**config.mk**
```make
export PLATFORM = sky130hd
export DESIGN_NAME = ps2_receptor
export DESIGN_NICKNAME = d
export VERILOG_FILES = /design/src/rtl/ps2_receptor.sv
export SDC_FILE = /design/constraint.sdc
export NUM_CORES = 1
export LEC_CHECK = 0
export CAP_MARGIN = 0
export CORE_UTILIZATION = 55
export CTS_CLUSTER_DIAMETER = 80
export DETAILED_ROUTE_END_ITERATION = 10
export GPL_TIMING_DRIVEN = 0
export HOLD_SLACK_MARGIN = 0.06
export PLACE_DENSITY = 0.85
export RECOVER_POWER = 25
export SLEW_MARGIN = 5
export SYNTH_ARGS = -nofsm -noshare
export SYNTH_HDL_FRONTEND = slang
export SYNTH_SLANG_ARGS = --single-unit
```
**constraint.sdc**
```tcl
create_clock -name clk -period 3.5 [get_ports clk]
set_input_delay 0.875 -clock clk [delete_from_list [all_inputs] [get_ports clk]]
set_output_delay 0.875 -clock clk [all_outputs]
set_load 0.02 [all_outputs]
```
**src/rtl/ps2_receptor.sv**
```systemverilog
// PS/2 receive stage: synchronise, glitch-filter, deserialise 11-bit frames.
// Optional break-code suppression when PS2_BREAK_FILTER_EN is defined.
module ps2_receptor #(
    parameter int FILTRO  = 8,
    parameter int TIMEOUT = 50000
) (
    input  logic       clk,
    input  logic       rst,
    input  logic       ps2_clk,
    input  logic       ps2_data,
    output logic [7:0] dato_out,
    output logic       listo,
    output logic       err_paridad
);

    localparam int FW = $clog2(FILTRO + 1);

    typedef enum logic [2:0] {
        IDLE,
        DATOS,
        PARIDAD,
        PARADA,
        ENTREGA
    } state_t;

    state_t state, state_next;

    logic          clk_s1, clk_s2;
    logic          dat_s1, dat_s2;
    logic          clk_f;
    logic [FW-1:0] cnt_f;
    logic          bajada;
    logic [7:0]    shreg;
    logic [2:0]    bit_cnt;
    logic          par;
    logic [15:0]   to_cnt;
    logic          to_hit;
    logic          frame_ok;
    logic          report;

    always_ff @(posedge clk) begin
        if (rst) begin
            clk_s1 <= 1'b1;
            clk_s2 <= 1'b1;
            dat_s1 <= 1'b1;
            dat_s2 <= 1'b1;
        end else begin
            clk_s1 <= ps2_clk;
            clk_s2 <= clk_s1;
            dat_s1 <= ps2_data;
            dat_s2 <= dat_s1;
        end
    end

    // clk_f only follows after FILTRO consecutive cycles of disagreement
    always_ff @(posedge clk) begin
        if (rst) begin
            cnt_f <= '0;
            clk_f <= 1'b1;
        end else if (clk_s2 != clk_f) begin
            if (cnt_f == FW'(FILTRO - 1)) begin
                clk_f <= clk_s2;
                cnt_f <= '0;
            end else begin
                cnt_f <= cnt_f + 1'b1;
            end
        end else begin
            cnt_f <= '0;
        end
    end

    assign bajada   = clk_f & ~clk_s2 & (cnt_f == FW'(FILTRO - 1));
    assign to_hit   = (to_cnt == 16'(TIMEOUT - 1));
    assign frame_ok = dat_s2 & (^{shreg, par});

    always_ff @(posedge clk) begin
        if (rst) state <= IDLE;
        else     state <= state_next;
    end

    always_comb begin
        state_next = state;
        case (state)
            IDLE: begin
                if (bajada && !dat_s2) state_next = DATOS;
            end
            DATOS: begin
                if (bajada) begin
                    if (bit_cnt == 3'd7) state_next = PARIDAD;
                end else if (to_hit) begin
                    state_next = IDLE;
                end
            end
            PARIDAD: begin
                if (bajada)      state_next = PARADA;
                else if (to_hit) state_next = IDLE;
            end
            PARADA: begin
                if (bajada)      state_next = frame_ok ? ENTREGA : IDLE;
                else if (to_hit) state_next = IDLE;
            end
            ENTREGA: state_next = IDLE;
            default: state_next = IDLE;
        endcase
    end

`ifdef PS2_BREAK_FILTER_EN
    logic brk;

    // F0 arms the flag; the following byte (the released key) is swallowed
    always_ff @(posedge clk) begin
        if (rst) begin
            brk <= 1'b0;
        end else if (state == ENTREGA) begin
            if (brk)                  brk <= 1'b0;
            else if (shreg == 8'hF0) brk <= 1'b1;
        end
    end

    assign report = !brk && (shreg != 8'hF0);
`else
    assign report = 1'b1;
`endif

    always_ff @(posedge clk) begin
        if (rst) begin
            shreg       <= '0;
            bit_cnt     <= '0;
            par         <= 1'b0;
            to_cnt      <= '0;
            dato_out    <= '0;
            listo       <= 1'b0;
            err_paridad <= 1'b0;
        end else begin
            listo       <= 1'b0;
            err_paridad <= 1'b0;
            if (state == IDLE || state == ENTREGA || bajada)
                to_cnt <= '0;
            else
                to_cnt <= to_cnt + 1'b1;
            case (state)
                IDLE: bit_cnt <= '0;
                DATOS: begin
                    if (bajada) begin
                        shreg   <= {dat_s2, shreg[7:1]};
                        bit_cnt <= bit_cnt + 1'b1;
                    end
                end
                PARIDAD: begin
                    if (bajada) par <= dat_s2;
                end
                PARADA: begin
                    if (bajada && !frame_ok) err_paridad <= 1'b1;
                end
                ENTREGA: begin
                    dato_out <= shreg;
                    listo    <= report;
                end
                default: ;
            endcase
        end
    end

endmodule

```
==> impl_metrics.yaml, run 1 <==
run_status:
  status: "finished, final reports clean"
global_route:
  grt_max_degree: 15
  overflow: 0
  grt_pass1_wl_mm: 6.42
  grt_pass1_vias: 1515
  antenna_found_initial: 0
  gr-usage-all-layers_pct: 20.6
yosys:
  avgSynthCellArea_um2: 9.16
  synth_seq_cells: 50
  synthDistinctLibCells: 35
  yosys-top-cells-area: "dfxtp_1, nor2_1, xor2_1"
  ys_seq_area_share_pct: 47.9
  synth-simple-area-share_pct: 23.9
  synth_nets: 237
  synth_top_area_share_pct: 47.9
  ys_warn_count: 0
  synth_edf_count: 0
  synth_area_mm2: 0.00209
  synth_top_family_by_area: "simple AND/OR/NAND/NOR gates"
  synth.mux.area_fraction_pct: 4.79
  ys.flop_type: "dfxtp_1"
  synth-compound-area-share_pct: 7.73
  async_flop_share_pct: 0
  synth.most_common_cell: "dfxtp_1"
  synth_xor_area_share_pct: 9.29
  synth_area_leader_cell: "dfxtp_1"
  synthAdderAreaFrac_pct: 3.00
  synth_cells: 228
  yosys-top-cells-count: "dfxtp_1, nor2_1, nand2_1, a21oi_1, xor2_1"
floorplan:
  die_w_um: 63.6
  start_util_pct: 57.0
  row_count: 22
  die_y_um: 63.6
  dieArea_mm2: 0.00405
  core_mm2: 0.00366
  ioPinCount: 14
setup_path:
  crit_required_ps: 3670
  path_buf_inv: 3
  start_kind: "input port"
  crit_arrival_ps: 2410
  cp_top_family: "buffers and inverters"
  crit_fanout: 10
  end_kind: "flop"
  crit_chain: "dlygate4sd3_1 > clkbuf_1 > clkbuf_1 > a21oi_1"
  crit_path_top_delay_cell: "dlygate4sd3_1"
  path_class: "input port to flop"
  cp_common_cell: "clkbuf_1"
  slowest_delay_ps: 620
clocking:
  numCtsBuffers: 5
  cts.path.max_buffers: 2
  clkTransAtPathRegs_ps: 80
  cts_root_buf: "clkbuf_8"
  clk_latency_ps: 300
  postCtsSetupBuffers: 0
  cts_tree: "done"
  clkSinkCount: 50
  cts_resized: 0
  cts_hold_buf: 0
  cts_max_level: 2
timing:
  fin_tns_setup_ps: 0
  max_freq_mhz: 447
  clock_skew_ps: 5.48
  drv_slew: 0
  worst_slack_ps: 1260
  fin_crit_sh_pct: 63.9
  relSlewSlack_pct: 67.9
  hold_viol: 0
  rsz0062_at_grt: "no"
  fin_crit_ps: 2240
  finalSetupViolCount: 0
  worstMarginPinSlew_ps: 482
detailed_routing:
  drt-pass1-iter-count: 4
  via_per_inst: 5.41
  wl_per_cell_um: 12.4
  drtAntennaViolNets: 0
  routed_wl_mm: 3.69
  vias: 1606
  drc: 0
  drt_iter0_drc: 39
placed_design:
  dp_hpwl_mm: 2.55
  place.gp.congestion: 0.798
  port_buffers: 13
  post_dp_cell_area_mm2: 0.00228
  pre_cts_ws_ps: 1030
layout:
  register_area_mm2: 0.00100
  fin_area_mm2: 0.00238
  n_antenna_cell: 0
  nets: 257
  final_layout_size_suffix_gt1_share_pct: 6.43
  areaGrowthSynthToFinish_pct: 14.1
  utilization_pct: 65.1
  multi_input_area_mm2: 0.00102
  n_fill_cell: 296
worst_hold_path:
  hp-class: "flop to flop"
power_and_ir_drop:
  p_leak_nw: 0.948
  pwr_density_cell_mw_per_mm2: 410
  ir_worst_vdd_uv: 392
run:
  drv_cap: 0
==> power breakdown <==
| group | total (mW) | switching, mW | internal, mW | leakage, nW |
|---|---|---|---|---|
| Sequential | 0.572 | 0.00135 | 0.571 | 0.404 |
| Combinational | 0.0152 | 0.00926 | 0.00593 | 0.492 |
| Clock | 0.391 | 0.177 | 0.214 | 0.0524 |
| Total | 0.978 | 0.188 | 0.790 | 0.948 |
==> cell usage in the layout (no fill, tap or decap), drive strengths merged, types with 2 or more instances in the layout <==
cell type	netlist	routed
clkbuf	8	15
nand3	11	11
xnor2	5	5
a21oi	13	13
clkdlybuf4s50	0	12
xor2	12	12
nor4b	2	2
nor3	3	3
dfxtp	50	50
mux2i	10	10
and4	4	4
or2	6	6
nor2	34	34
o21ai	8	8
inv	5	5
and3	3	3
buf	4	4
or3	3	3
nand4	4	4
nand2	23	23
nor4bb	2	2
xnor3	2	2
ha	5	5
==> metrics by stage <==
| step | instances | hold slack [ps] | power (mW) |
|---|---|---|---|
| 2_1_floorplan | 228 | 389 | 0.593 |
| 3_3_place_gp | 289 | 391 | 0.600 |
| 3_5_place_dp | 289 | 394 | 0.601 |
| 4_1_cts | 297 | 414 | 0.987 |
| 5_1_grt | 297 | 447 | 1.01 |
| 6_report | 297 | 414 | 0.978 |
==> state kept, by name, summed over array words and instances, names as in the netlist <==
signal,cells
dat_s2,1
cnt_f,4
bit_cnt,3
to_cnt,16
clk_s1,1
par,1
dat_s1,1
state,3
shreg,8
err_paridad,1
clk_s2,1
listo,1
clk_f,1
dato_out,8
==> area by class of cell <==
type,instances,share of cell area (%)
Multi-Input combinational cell,161,42.7
Sequential cell,50,42.0
Timing Repair Buffer,13,5.46
Clock buffer,7,3.20
Tap cell,48,2.52
Buffer,12,2.10
Clock inverter,1,1.26
Inverter,5,0.787
==> final timing paths <==
check,from,end,slack (ps),depth (start not counted)
max,rst,dato_out[2],1260,4
min,clk_s1,clk_s2,410,1
max reg2reg,cnt_f[0],to_cnt[10],1720,6
min reg2reg,clk_s1,clk_s2,410,1
==> routing by layer <==
layer,GRT usage (%),up-vias,routed length (µm),part of all wire [%]
li1,-,819,-,-
met1,25.8,746,1750,47
met2,32.0,32,1730,47
met3,4.71,9,139,3.8
met4,11.9,0,76,2.1
met5,0,-,0,0
==> cell families (layout without fill, tap and decap cells) <==
logic type	Yosys count	after routing
mux	10	10
simple gates	99	99
compound gates	28	28
buf+inv	17	38
flops	50	50
fa+ha+maj	5	5
xor+xnor	19	19
(Power assumes the default switching activity.)
==> run 2, diff against run 1 <==
--- a/config.mk
+++ b/config.mk
@@ -6,12 +6,12 @@
 export NUM_CORES = 1
 export LEC_CHECK = 0
 export CAP_MARGIN = 0
-export CORE_UTILIZATION = 55
+export CORE_UTILIZATION = 52
 export CTS_CLUSTER_DIAMETER = 80
 export DETAILED_ROUTE_END_ITERATION = 10
 export GPL_TIMING_DRIVEN = 0
 export HOLD_SLACK_MARGIN = 0.06
-export PLACE_DENSITY = 0.85
+export PLACE_DENSITY = 0.84
 export RECOVER_POWER = 25
 export SLEW_MARGIN = 5
 export SYNTH_ARGS = -nofsm -noshare
==> constraint.sdc (replaced) <==
create_clock -name clk -period 1.9 [get_ports clk]
set_input_delay 0.475 -clock clk [delete_from_list [all_inputs] [get_ports clk]]
set_output_delay 0.475 -clock clk [all_outputs]
set_load 0.02 [all_outputs]
==> run 2 against run 1 <==
Final cell count did not move. Global-route usage down 0.89 points. Sequential power is 84% higher. First-iteration DRC count is 110% higher. Total power is 75% higher. Register-to-register slack got worse by 1600 ps. Largest cell class unchanged.
==> impl_metrics.yaml, run 2 (synthesis gave the netlist of run 1 again) <==
run_status:
  status: "finished, final reports clean"
clocking:
  clkTransAtPathRegs_ps: 90
  postCtsSetupBuffers: 0
  cts_hold_buf: 0
  cts_max_level: 2
  cts_root_buf: "clkbuf_8"
  cts_resized: 0
  cts.path.max_buffers: 2
  clk_latency_ps: 310
  clkSinkCount: 50
  cts_tree: "done"
  numCtsBuffers: 5
floorplan:
  ioPinCount: 14
  core_mm2: 0.00374
  row_count: 22
  dieArea_mm2: 0.00427
  start_util_pct: 55.8
  die_y_um: 65.4
  die_w_um: 65.4
timing:
  worstMarginPinSlew_ps: 476
  whs_ps: 423
  hold_viol: 0
  drv_slew: 0
  relSlewSlack_pct: 68.3
  clock_skew_ps: 9.46
  fin_tns_setup_ps: 0
  fin_crit_sh_pct: 92.3
  max_freq_mhz: 570
  fin_crit_ps: 1750
  rsz0062_at_grt: "no"
  finalSetupViolCount: 0
setup_path:
  end_kind: "flop"
  crit_fanout: 10
  path_class: "input port to flop"
  crit_arrival_ps: 1940
  crit_required_ps: 2090
  start_kind: "input port"
worst_hold_path:
  hp-class: "flop to flop"
layout:
  layout_common_cells: "dfxtp_1, nor2_1, nand2_1, a21oi_1, clkdlybuf4s50_1"
  areaGrowthSynthToFinish_pct: 13.7
  top_regs: "to_cnt x16, dato_out x8, shreg x8"
  n_antenna_cell: 0
  regMostFlops: "to_cnt"
  final_layout_size_suffix_gt1_share_pct: 7.63
  fin_area_mm2: 0.00237
  fin_cells: 297
  utilization_pct: 63.4
  nets: 257
  layout_commonest_cell: "dfxtp_1"
  largest_reg_flops: 16
run:
  drv_cap: 0
placed_design:
  port_buffers: 13
  post-place-cells: 289
  place.gp.congestion: 0.786
  post_dp_cell_area_mm2: 0.00228
  dp_hpwl_mm: 2.61
power_and_ir_drop:
  combPwrFrac_pct: 1.6
  ir_worst_vdd_uv: 408
  pwr_density_cell_mw_per_mm2: 723
  switching_share_pct: 21.0
  p_leak_nw: 0.945
  p_int_mw: 1.36
  switching_power_mw: 0.360
  seq_power_share_pct: 61.4
  clockPowerShare_pct: 36.9
detailed_routing:
  drt_iter0_drc: 82
  wl_per_cell_um: 12.4
  drt-pass1-iter-count: 4
  drc: 0
  routed_wl_mm: 3.69
  vias: 1594
  drtAntennaViolNets: 0
  via_per_inst: 5.37
global_route:
  gr-usage-all-layers_pct: 19.7
  grt_pass1_wl_mm: 6.36
  grt_pass1_vias: 1500
  overflow: 0
  grt_max_degree: 16
  antenna_found_initial: 0
-- run 2: path summary, 6_finish.rpt --
path            start         end  slack [ps]  depth (start not counted)
min            dat_s1      dat_s2         420                          1
max               rst  bit_cnt[1]         150                          4
max reg2reg  cnt_f[0]   to_cnt[6]         160                          6
min reg2reg    dat_s1      dat_s2         420                          1
-- run 2: metal layers --
metal / up-vias / track usage [%] / part of all wire [%]
met5: - / 0 / 0
met4: 0 / 8.70 / 1.4
met3: 5 / 5.38 / 3.8
met2: 23 / 32.2 / 47
met1: 752 / 24.0 / 48
li1: 814 / - / -
-- run 2: final cells by class --
cell class | instances | area, µm²
plain buffers | 12 | 51.3
clock buffers | 6 | 82.6
clock inverters | 2 | 12.5
fillers | 345 | 1370
inverters | 5 | 18.8
multi-input cells | 161 | 1020
flip-flops and latches | 50 | 1000
well taps | 48 | 60.1
repair buffers | 13 | 130
-- run 2: power groups by stage --
stage | Clock (mW) | Sequential (mW) | Combinational, mW
after floorplan | 0 | 1.08 | 0.0153
after global placement | 0 | 1.08 | 0.0274
after detailed placement | 0 | 1.08 | 0.0283
after CTS | 0.651 | 1.05 | 0.0284
after global routing | 0.691 | 1.05 | 0.0317
final | 0.634 | 1.05 | 0.0282
-- run 2: stage by stage --
step                      setup WS (ps)  power, mW
final                               147       1.72
after global routing               1.80       1.78
after CTS                           144       1.73
after detailed placement           -184       1.11
after global placement             -179       1.11
after floorplan                     360       1.09
-- run 2: worst max-delay path, stage by stage --
cell             delay, ps
clkdlybuf4s50_1        550
clkbuf_1               390
clkbuf_1               440
nor2_1                  90
